==> src/rtl/multi_edge_detect.sv <==
// Multi-channel edge detector: per-channel synchroniser, stability filter,
// mode-qualified edge pulse, sticky flag and saturating edge counter.
module multi_edge_detect #(
  parameter int   NCH         = 4,
  parameter int   SYNC_STAGES = 2,
  parameter int   FILT_LEN    = 4,
  parameter int   CNT_W       = 8,
  parameter logic IDLE_VAL    = 1'b1
) (
  input  logic                 clk,
  input  logic                 rst,
  input  logic [NCH-1:0]       din,
  input  logic [1:0]           mode,
  input  logic [NCH-1:0]       clr,
  output logic [NCH-1:0]       level,
  output logic [NCH-1:0]       edge_pulse,
  output logic [NCH-1:0]       edge_flag,
  output logic [NCH*CNT_W-1:0] edge_cnt
);

  localparam int              FW        = (FILT_LEN < 1) ? 1 : $clog2(FILT_LEN + 1);
  localparam logic [FW-1:0]   FILT_LAST = FW'(FILT_LEN - 1);
  localparam logic [CNT_W-1:0] CNT_MAX  = '1;

  logic [NCH-1:0] sync_q [SYNC_STAGES];
  logic [NCH-1:0] sync;

  always_ff @(posedge clk) begin
    if (rst) begin
      for (int s = 0; s < SYNC_STAGES; s++) begin
        sync_q[s] <= {NCH{IDLE_VAL}};
      end
    end else begin
      sync_q[0] <= din;
      for (int s = 1; s < SYNC_STAGES; s++) begin
        sync_q[s] <= sync_q[s-1];
      end
    end
  end

  assign sync = sync_q[SYNC_STAGES-1];

  for (genvar i = 0; i < NCH; i++) begin : g_ch
    logic [FW-1:0]    filt_cnt;
    logic [CNT_W-1:0] cnt;
    logic             lvl;
    logic             pulse;
    logic             flag;
    logic             accept;
    logic             qual;

    // A change is accepted on the edge where the mismatch run would reach FILT_LEN.
    always_comb begin
      accept = (sync[i] != lvl) && (filt_cnt == FILT_LAST);
      qual   = 1'b0;
      if (accept) begin
        unique case (mode)
          2'b01:   qual = sync[i];
          2'b10:   qual = ~sync[i];
          2'b11:   qual = 1'b1;
          default: qual = 1'b0;
        endcase
      end
    end

    always_ff @(posedge clk) begin
      if (rst) begin
        filt_cnt <= '0;
        lvl      <= IDLE_VAL;
        pulse    <= 1'b0;
        flag     <= 1'b0;
        cnt      <= '0;
      end else begin
        if (sync[i] == lvl) begin
          filt_cnt <= '0;
        end else if (accept) begin
          filt_cnt <= '0;
          lvl      <= sync[i];
        end else begin
          filt_cnt <= filt_cnt + 1'b1;
        end

        pulse <= qual;

        // A qualifying edge wins over a coincident clear for both flag and count.
        if (qual) begin
          flag <= 1'b1;
        end else if (clr[i]) begin
          flag <= 1'b0;
        end

        if (clr[i]) begin
          cnt <= qual ? CNT_W'(1) : '0;
        end else if (qual && (cnt != CNT_MAX)) begin
          cnt <= cnt + 1'b1;
        end
      end
    end

    assign level[i]                    = lvl;
    assign edge_pulse[i]               = pulse;
    assign edge_flag[i]                = flag;
    assign edge_cnt[i*CNT_W +: CNT_W]  = cnt;
  end

endmodule

==> config.mk <==
export PLATFORM = sky130hd
export DESIGN_NAME = multi_edge_detect
export DESIGN_NICKNAME = d
export VERILOG_FILES = /design/src/rtl/multi_edge_detect.sv
export SDC_FILE = /design/constraint.sdc
export NUM_CORES = 1
export LEC_CHECK = 0
export ABC_CLOCK_PERIOD_IN_PS = 1900
export CAP_MARGIN = 25
export CELL_PAD_IN_SITES_DETAIL_PLACEMENT = 1
export CELL_PAD_IN_SITES_GLOBAL_PLACEMENT = 2
export CORE_MARGIN = 2
export CORE_UTILIZATION = 28
export DETAILED_ROUTE_END_ITERATION = 8
export PLACE_DENSITY = 0.73
export SYNTH_ARGS = -nofsm -noshare
export SYNTH_HDL_FRONTEND = slang
export SYNTH_SLANG_ARGS = --single-unit
==> constraint.sdc <==
create_clock -name clk -period 1.9 [get_ports clk]
set_input_delay 0.475 -clock clk [delete_from_list [all_inputs] [get_ports clk]]
set_output_delay 0.475 -clock clk [all_outputs]
set_load 0.01 [all_outputs]
**After elaboration in Yosys (flattened, before gate mapping)**

Memory sizes are Yosys's and may differ from the RTL's.
Cells that the tools add are included.
Widths: inputs -> output; s select.

- Register bits: 56
- RAM bits: 8
- Input bits: 12
- Memories kept: 1

- $add $sub $neg: 8
- Equality and inequality tests: 19
- Muxes and demuxes: 33
- Bitwise gates (word level): 10
- Reduce and logical (&&, ||, !) cells: 24

Memory list:

| name | words | width | read ports | clocked after memory_dff | write ports | line | RTL |
|---|---|---|---|---|---|---|---|
| sync_q | 2 | 4 | 2 | 0 | 2 | 25 | `logic [NCH-1:0] sync_q [SYNC_STAGES];` |

Operators with widths:

| operator | number |
|---|---|
| $mux 8 | 8 |
| $add 8x1->8 const B | 4 |
| $ne 8x8->1 const B | 4 |
| $mux 1 | 19 |
| $reduce_bool 2->1 | 8 |
| $add 3x1->3 const B | 4 |
| $eq 3x2->1 const B | 4 |
| $pmux 1 s3 | 4 |
| $reduce_or 3->1 | 4 |
| $logic_and 1x1->1 | 8 |
| $mux 4 | 2 |
| $not 1->1 | 8 |
| $reduce_and 2->1 | 4 |
| $eq 1x1->1 | 4 |
| $eq 2x2->1 const B | 2 |
| $ne 1x1->1 | 4 |
| $eq 2x1->1 const B | 1 |
| $or 1x1->1 | 2 |

**Depth between registers and ports, before layout**

Gate-level depths: netlist (run 1).

- Word-level depth: 6
- Mapped depth: 7
- Gate-level depth less buffers: 6

**Worst setup path after synthesis (run 1)**

No wires, ideal clock.

- Path kind: flip-flop to flip-flop
- From: register g_ch[2].filt_cnt[0]
- To: register g_ch[2].cnt[5]
- Setup time: 0.118 ns
- Arrival time: 1.694 ns
- Data required time: 1.782 ns
- Setup slack: 0.088 ns
- Cell stages (with the launch flop): 8
- Path through: dfxtp_1 -> ha_1 -> ha_1 -> nand2_1 -> o22a_1 -> buf_6 -> or4_4 -> mux2i_1

- Cells in the longest elaborated chain, start to end: 5

Ends and longest elaborated chain:

| element | line | RTL |
|---|---|---|
| start, declared | 44 | `logic [FW-1:0] filt_cnt;` |
| start signal, assigned | 80 | `filt_cnt <= filt_cnt + 1'b1;` |
| $eq 3x2->1 | 54 | `accept = (sync[i] != lvl) && (filt_cnt == FILT_LAST);` |
| $logic_and 1x1->1 | 54 |  |
| $mux 1 | 56 | `if (accept) begin` |
| $logic_and 1x1->1 | 94 | `end else if (qual && (cnt != CNT_MAX)) begin` |
| $reduce_bool 2->1 (no line) | -- |  |
| end signal, assigned | 93 | `cnt <= qual ? CNT_W'(1) : '0;` |
| end signal, assigned | 95 | `cnt <= cnt + 1'b1;` |
| end, declared | 45 | `logic [CNT_W-1:0] cnt;` |

Every way passes these cells.
A chain may end at the register's enable or synchronous reset.

**Final worst setup path (run 1)**

- From: register g_ch[3].lvl
- To: output port level[3]

RTL lines:

| element | line | RTL |
|---|---|---|
| start, declared | 46 | `logic lvl;` |
| start signal, assigned | 78 | `lvl <= sync[i];` |
| end, declared | 15 | `output logic [NCH-1:0] level,` |

No word-level cell between the ends.

==> metrics.txt, run 1 <==
outcome complete, no violations; Hold Path Class flip-flop to flip-flop; synth cell count leaders dfxtp_1, nor2_1, nand2_1, inv_1, nand3_1; worst path required time 1.42 ns; post-synth cell types 47; Post-Syn Nets 351; Final Skew 0.00965 ns; FP Rows 37; CP max-delay cell clkdlybuf4s50_1; Final Util 39.8%; Cell Area, Synth 2950 sq um; RePlAce Congestion 0.785; worst-path maximum fanout 5; Worst-path clk slew 0.08 ns; Routed Antenna Nets 0; layout cell share with drive strength beyond 1 20.9%; largest net degree at the start of global routing 31; first-pass GRT wire length 13200 microns; clk_lat worst skew 0.35 ns; most common cell in the netlist dfxtp_1; Mapped Cells 327; max_cap viols 0; crit path DAT 1.37 ns; Initial Util 28.7%; CTS root buf clkbuf_8; Buf+Inv Stages, Crit Path 1; minimum clock period 1.84 ns; postcts setup bufs 0; residual DRC count 0; Boundary Pins 56; TritonCTS clock tree done; P&R area growth vs syn 38.5%; Pwr Density 674 nW/um^2; TritonCTS Buffers 9; antenna violations before repair 0; number of enable flip-flop cells after synthesis 0; drt pass-1 iters 4; placed cells 531; Hold Buf Count CTS 0; WL final 7720 microns; max-slew violations 0; final hold slack 0.405 ns; CTS H-tree lvls 3; total power 2.76 mW; Die ar. 11400 sq um; Peak VDD IR 0.346 mV; setup TNS 0 ns; final worst-path cycle share 97.1%; 1st-iter DRT viols 77; fin nets 430; worst path cell trace clkdlybuf4s50_1; largest area contributor in the synthesized netlist dfxtp_1; Clock Sinks 64; Achievable Freq 0.542 GHz; Static Leakage 1.54 nW; CP Class flip-flop to output port; share of the synthesized area in the top cell type 43.4%; setup violators final 0; vias 2716; ANT cells 0; vias in the first global route 2758; I/O Buffers 55; RSZ-0062 raised after global routing yes; Die Width 107 microns; Setup crit end kind output port; kind of cell adding the most delay to the critical path buffers and inverters; Yosys reg bits 64; Remaining Overflow, GRT 0; slew margin rel. 69.3%; Avg WL per Cell 14.1 microns; Worst-Margin Slew 0.459 ns; Clock Tree Buf Depth 2; Synth warnings 0; post-route insts no fill 547; GRT Total Usage 14.4%; count of final hold-check violations 0; post-synthesis sequential area ratio 43.4%; asr flop ratio synth 0%; Chip Height 107 microns; Worst setup SP type flip-flop; vias per std cell 4.97; Core Area 10300 sq um; Primary FF master, synth dfxtp_1; max incr delay on CP 0.59 ns; ranking of synthesized cells by area dfxtp_1, ha_1, nor2_1; Reg2Reg Setup Slack 0.09 ns; HPWL Detailed 5770 microns; Avg Cell Area, Syn 9.03 sq um
## registers in the layout, indices dropped and copies added (netlist names)
register and cells:
g_ch.cnt 32, g_ch.filt_cnt 12, g_ch.flag 4, g_ch.lvl 4, g_ch.pulse 4, sync_q 8
## path summary, 6_finish.rpt
check | start | end | cells after the start
max | g_ch[3].lvl$_SDFFE_PP1P_ | level[3] | 1
max reg2reg | g_ch[1].filt_cnt[0]$_SDFF_PP0_ | g_ch[1].cnt[3]$_SDFFE_PP0P_ | 6
min reg2reg | g_ch[3].filt_cnt[0]$_SDFF_PP0_ | g_ch[3].filt_cnt[0]$_SDFF_PP0_ | 1
min | g_ch[3].filt_cnt[0]$_SDFF_PP0_ | g_ch[3].filt_cnt[0]$_SDFF_PP0_ | 1
## cells in the final DEF (no fill, tap or decap), types with 8 or more instances in the layout
| cell type | count |
|---|---|
| dfxtp_1 | 56 |
| nor2_1 | 26 |
| a21o_1 | 8 |
| or2_2 | 12 |
| dfxtp_2 | 8 |
| ha_1 | 8 |
| buf_4 | 33 |
| nand3_1 | 16 |
| clkdlybuf4s50_1 | 51 |
| clkbuf_8 | 9 |
| nand2_1 | 25 |
| nor4_1 | 10 |
| a21oi_1 | 12 |
| inv_1 | 16 |
## per-stage QoR
stage / area (sq um) / worst slack (ns)
after floorplan: 2950 / 0.0884
after detailed placement: 3810 / -0.402
after global placement: 3810 / -0.378
final: 4090 / 0.0552
after global routing: 4090 / -0.0106
after CTS: 4030 / 0.00839
## area by class of cell
class	count	area, sq um
Sequential cell	64	1290
Clock inverter	7	96.3
Multi-Input combinational cell	226	1530
Clock buffer	9	124
Tap cell	136	170
Fill cell	1232	6190
Inverter	16	60.1
Timing Repair Buffer	89	821
## what timing repair did
item | 4_1_cts | 5_1_grt
resized for setup | 4 | 21
endpoints found under the setup margin | 3 | 19
gates cloned | 0 | 0
## routing by layer
layer / share of wire (%) / vias up / track usage (%)
li1: - / 1351 / -
met1: 46 / 1316 / 17.2
met2: 50 / 45 / 24.6
met3: 3.9 / 4 / 3.89
met4: 0.95 / 0 / 5.29
met5: 0 / - / 0
## cell families after synthesis
kind of cell / after synthesis / share of synthesized area, %
AO/OA/AOI/OAI: 66 / 16.1
XOR/XNOR: 1 / 0.297
adder cells (fa/ha/maj): 12 / 5.08
buffers and inverters: 37 / 6.53
flip-flops: 64 / 43.4
multiplexers: 6 / 2.03
AND/OR/NAND/NOR: 141 / 26.6
## report_power, final
group | switching [mW] | internal (mW)
Sequential | 0.00625 | 1.35
Clock | 0.566 | 0.738
Combinational | 0.0485 | 0.0475
Total | 0.621 | 2.14
(Power assumes the default switching activity.)
==> run 2: changes to the inputs <==
--- a/config.mk
+++ b/config.mk
@@ -10,9 +10,10 @@
 export CELL_PAD_IN_SITES_DETAIL_PLACEMENT = 1
 export CELL_PAD_IN_SITES_GLOBAL_PLACEMENT = 2
 export CORE_MARGIN = 2
-export CORE_UTILIZATION = 28
+export CORE_UTILIZATION = 34
 export DETAILED_ROUTE_END_ITERATION = 8
-export PLACE_DENSITY = 0.73
+export DONT_BUFFER_PORTS = 1
+export PLACE_DENSITY = 0.72
 export SYNTH_ARGS = -nofsm -noshare
 export SYNTH_HDL_FRONTEND = slang
 export SYNTH_SLANG_ARGS = --single-unit
==> run 2 against run 1 <==
Worst hold slack worse by 0.16 ns. Die area down 17%. Critical path depth is 5 higher. Count of clock-buffer cells in the layout grew 1. Sequential power is essentially flat. Routed wire length fell by 3.9%. Final cell count is 17% lower. Design area is 16% lower. Register-to-register slack is essentially flat. Largest power group unchanged.
==> metrics.txt, run 2 (same netlist as run 1, synthesis figures left out) <==
GRT Total Usage 16.1% (was 14.4%); Die ar. 9450 sq um (was 11400 sq um); Chip Height 97.2 microns (was 107 microns); Initial Util 35.6% (was 28.7%); vias in the first global route 2466 (was 2758); max_cap viols 0 (unchanged); setup violators final 0 (unchanged); pre-CTS WS 0.0549 ns (was -0.402 ns); critical path's most frequent cell ha_1; Die Width 97.2 microns (was 107 microns); Worst-path clk slew 0.07 ns (was 0.08 ns); Routed Antenna Nets 0 (unchanged); P&R area growth vs syn 15.7% (was 38.5%); worst-path maximum fanout 8 (was 5); Remaining Overflow, GRT 0 (unchanged); Peak VDD IR 0.361 mV (was 0.346 mV); worst path cell trace ha_1 -> ha_1 -> nand2_1 -> o22a_4 -> or4_4 -> mux2i_1 (was clkdlybuf4s50_1); Clock Tree Buf Depth 2 (unchanged); Hold Buf Count CTS 0 (unchanged); antenna violations before repair 0 (unchanged); Avg WL per Cell 16.3 microns (was 14.1 microns); max FFs per register 32 (unchanged); total power 2.50 mW (was 2.76 mW); commonest non-fill, non-tap cell in the layout dfxtp_1 (unchanged); Worst-Margin Slew 0.487 ns (was 0.459 ns); layout cell share with drive strength beyond 1 20.9% (about the same); Static Leakage 1.27 nW (was 1.54 nW); HP Start din[2] (was g_ch[3].filt_cnt[0]$_SDFF_PP0_); HPWL Detailed 5390 microns (was 5770 microns); Buf+Inv Stages, Crit Path 0 (was 1); fin nets 371 (was 430); largest net degree at the start of global routing 41 (was 31); clk_lat worst skew 0.33 ns (was 0.35 ns); crit path DAT 2.03 ns (was 1.37 ns); Critical path origin g_ch[2].filt_cnt[0]$_SDFF_PP0_ (was g_ch[3].lvl$_SDFFE_PP1P_); final hold slack 0.246 ns (was 0.405 ns); max incr delay on CP 0.54 ns (was 0.59 ns); Final Skew 0.00740 ns (was 0.00965 ns); commonest non-fill, non-tap cells in the layout dfxtp_1, buf_4, nor2_1 (was dfxtp_1, clkdlybuf4s50_1, buf_4); 1st-iter DRT viols 42 (was 77); TritonCTS clock tree done (unchanged); drt pass-1 iters 4 (unchanged); vias per std cell 5.52 (was 4.97); WL final 7420 microns (was 7720 microns); final worst-path cycle share 94.9% (was 97.1%); I/O Buffers 0 (was 55); slew margin rel. 67.4% (was 69.3%); setup slack after layout 0.0976 ns (was 0.0552 ns); residual DRC count 0 (unchanged); TritonCTS Buffers 9 (unchanged); max-slew violations 0 (unchanged); Filler Cell Count 963 (was 1232); outcome complete, no violations (unchanged); ANT cells 0 (unchanged); Hold Path Class input port to flip-flop (was flip-flop to flip-flop); first-pass GRT wire length 12400 microns (was 13200 microns); Clock Sinks 64 (unchanged); FP Rows 33 (was 37); top flop regs g_ch.cnt x32, g_ch.filt_cnt x12, sync_q x8 (unchanged); CP Class flip-flop to flip-flop (was flip-flop to output port); Setup crit end kind flip-flop (was output port); worst path required time 2.12 ns (was 1.42 ns); minimum clock period 1.80 ns (was 1.84 ns); Worst setup SP type flip-flop (unchanged); Pwr Density 732 nW/um^2 (was 674 nW/um^2); Register Area 1280 sq um (was 1290 sq um); Core Area 8300 sq um (was 10300 sq um); CP max-delay cell or4_4 (was clkdlybuf4s50_1); vias 2512 (was 2716); count of final hold-check violations 0 (unchanged); setup TNS 0 ns (unchanged); kind of cell adding the most delay to the critical path simple AND/OR/NAND/NOR gates (was buffers and inverters); most flop-heavy register g_ch.cnt (unchanged); r2r startpoint g_ch[2].filt_cnt[0]$_SDFF_PP0_ (was g_ch[1].filt_cnt[0]$_SDFF_PP0_); Boundary Pins 56 (unchanged); Achievable Freq 0.555 GHz (was 0.542 GHz); CTS H-tree lvls 3 (unchanged); Multi-input gate area 1540 sq um (was 1530 sq um); RePlAce Congestion 0.732 (was 0.785); CTS root buf clkbuf_8 (unchanged)
==> run 2: final timing paths <==
| path | endpoint | slack, ns | cells after the start |
|---|---|---|---|
| max | g_ch[2].cnt[5]$_SDFFE_PP0P_ | 0.1 | 6 |
| min | sync_q[0][2]$_SDFF_PP1_ | 0.25 | 1 |
| max reg2reg | g_ch[2].cnt[5]$_SDFFE_PP0P_ | 0.1 | 6 |
| min reg2reg | sync_q[0][7]$_SDFF_PP1_ | 0.41 | 1 |
==> run 2: final cells by class <==
class | count | area share (%)
inverter | 16 | 1.76
sequential | 64 | 37.5
timing repair buffer | 30 | 6.59
clock inverter | 4 | 1.39
multi-input combinational | 226 | 45.2
clock buffer | 10 | 3.74
tap | 105 | 3.85
==> run 2: per-layer routing <==
| layer | vias up | wire length [microns] | global-route usage, % |
|---|---|---|---|
| met2 | 42 | 3390 | 25.2 |
| met5 | - | 0 | 0 |
| li1 | 1232 | - | - |
| met3 | 10 | 413 | 4.82 |
| met1 | 1228 | 3510 | 21.0 |
| met4 | 0 | 100 | 6.28 |
==> run 2: stage by stage <==
step	util (%)	cell area [sq um]	std cells
floorplan	-	2950	327
global placement	38.0	3150	438
detailed placement	38.0	3150	438
CTS	40.1	3330	452
global route	41.2	3420	455
finish	41.2	3420	455
==> run 2: power by group <==
part / switching, mW / total (mW) / internal, mW
Combinational: 0.0241 / 0.0433 / 0.0192
Sequential: 0.00600 / 1.36 / 1.35
Clock: 0.512 / 1.10 / 0.588
==> run 2: timing repair <==
item	4_1_cts	5_1_grt
gates resized for setup	0	14
setup buffers	0	3
setup endpoints to repair	0	12
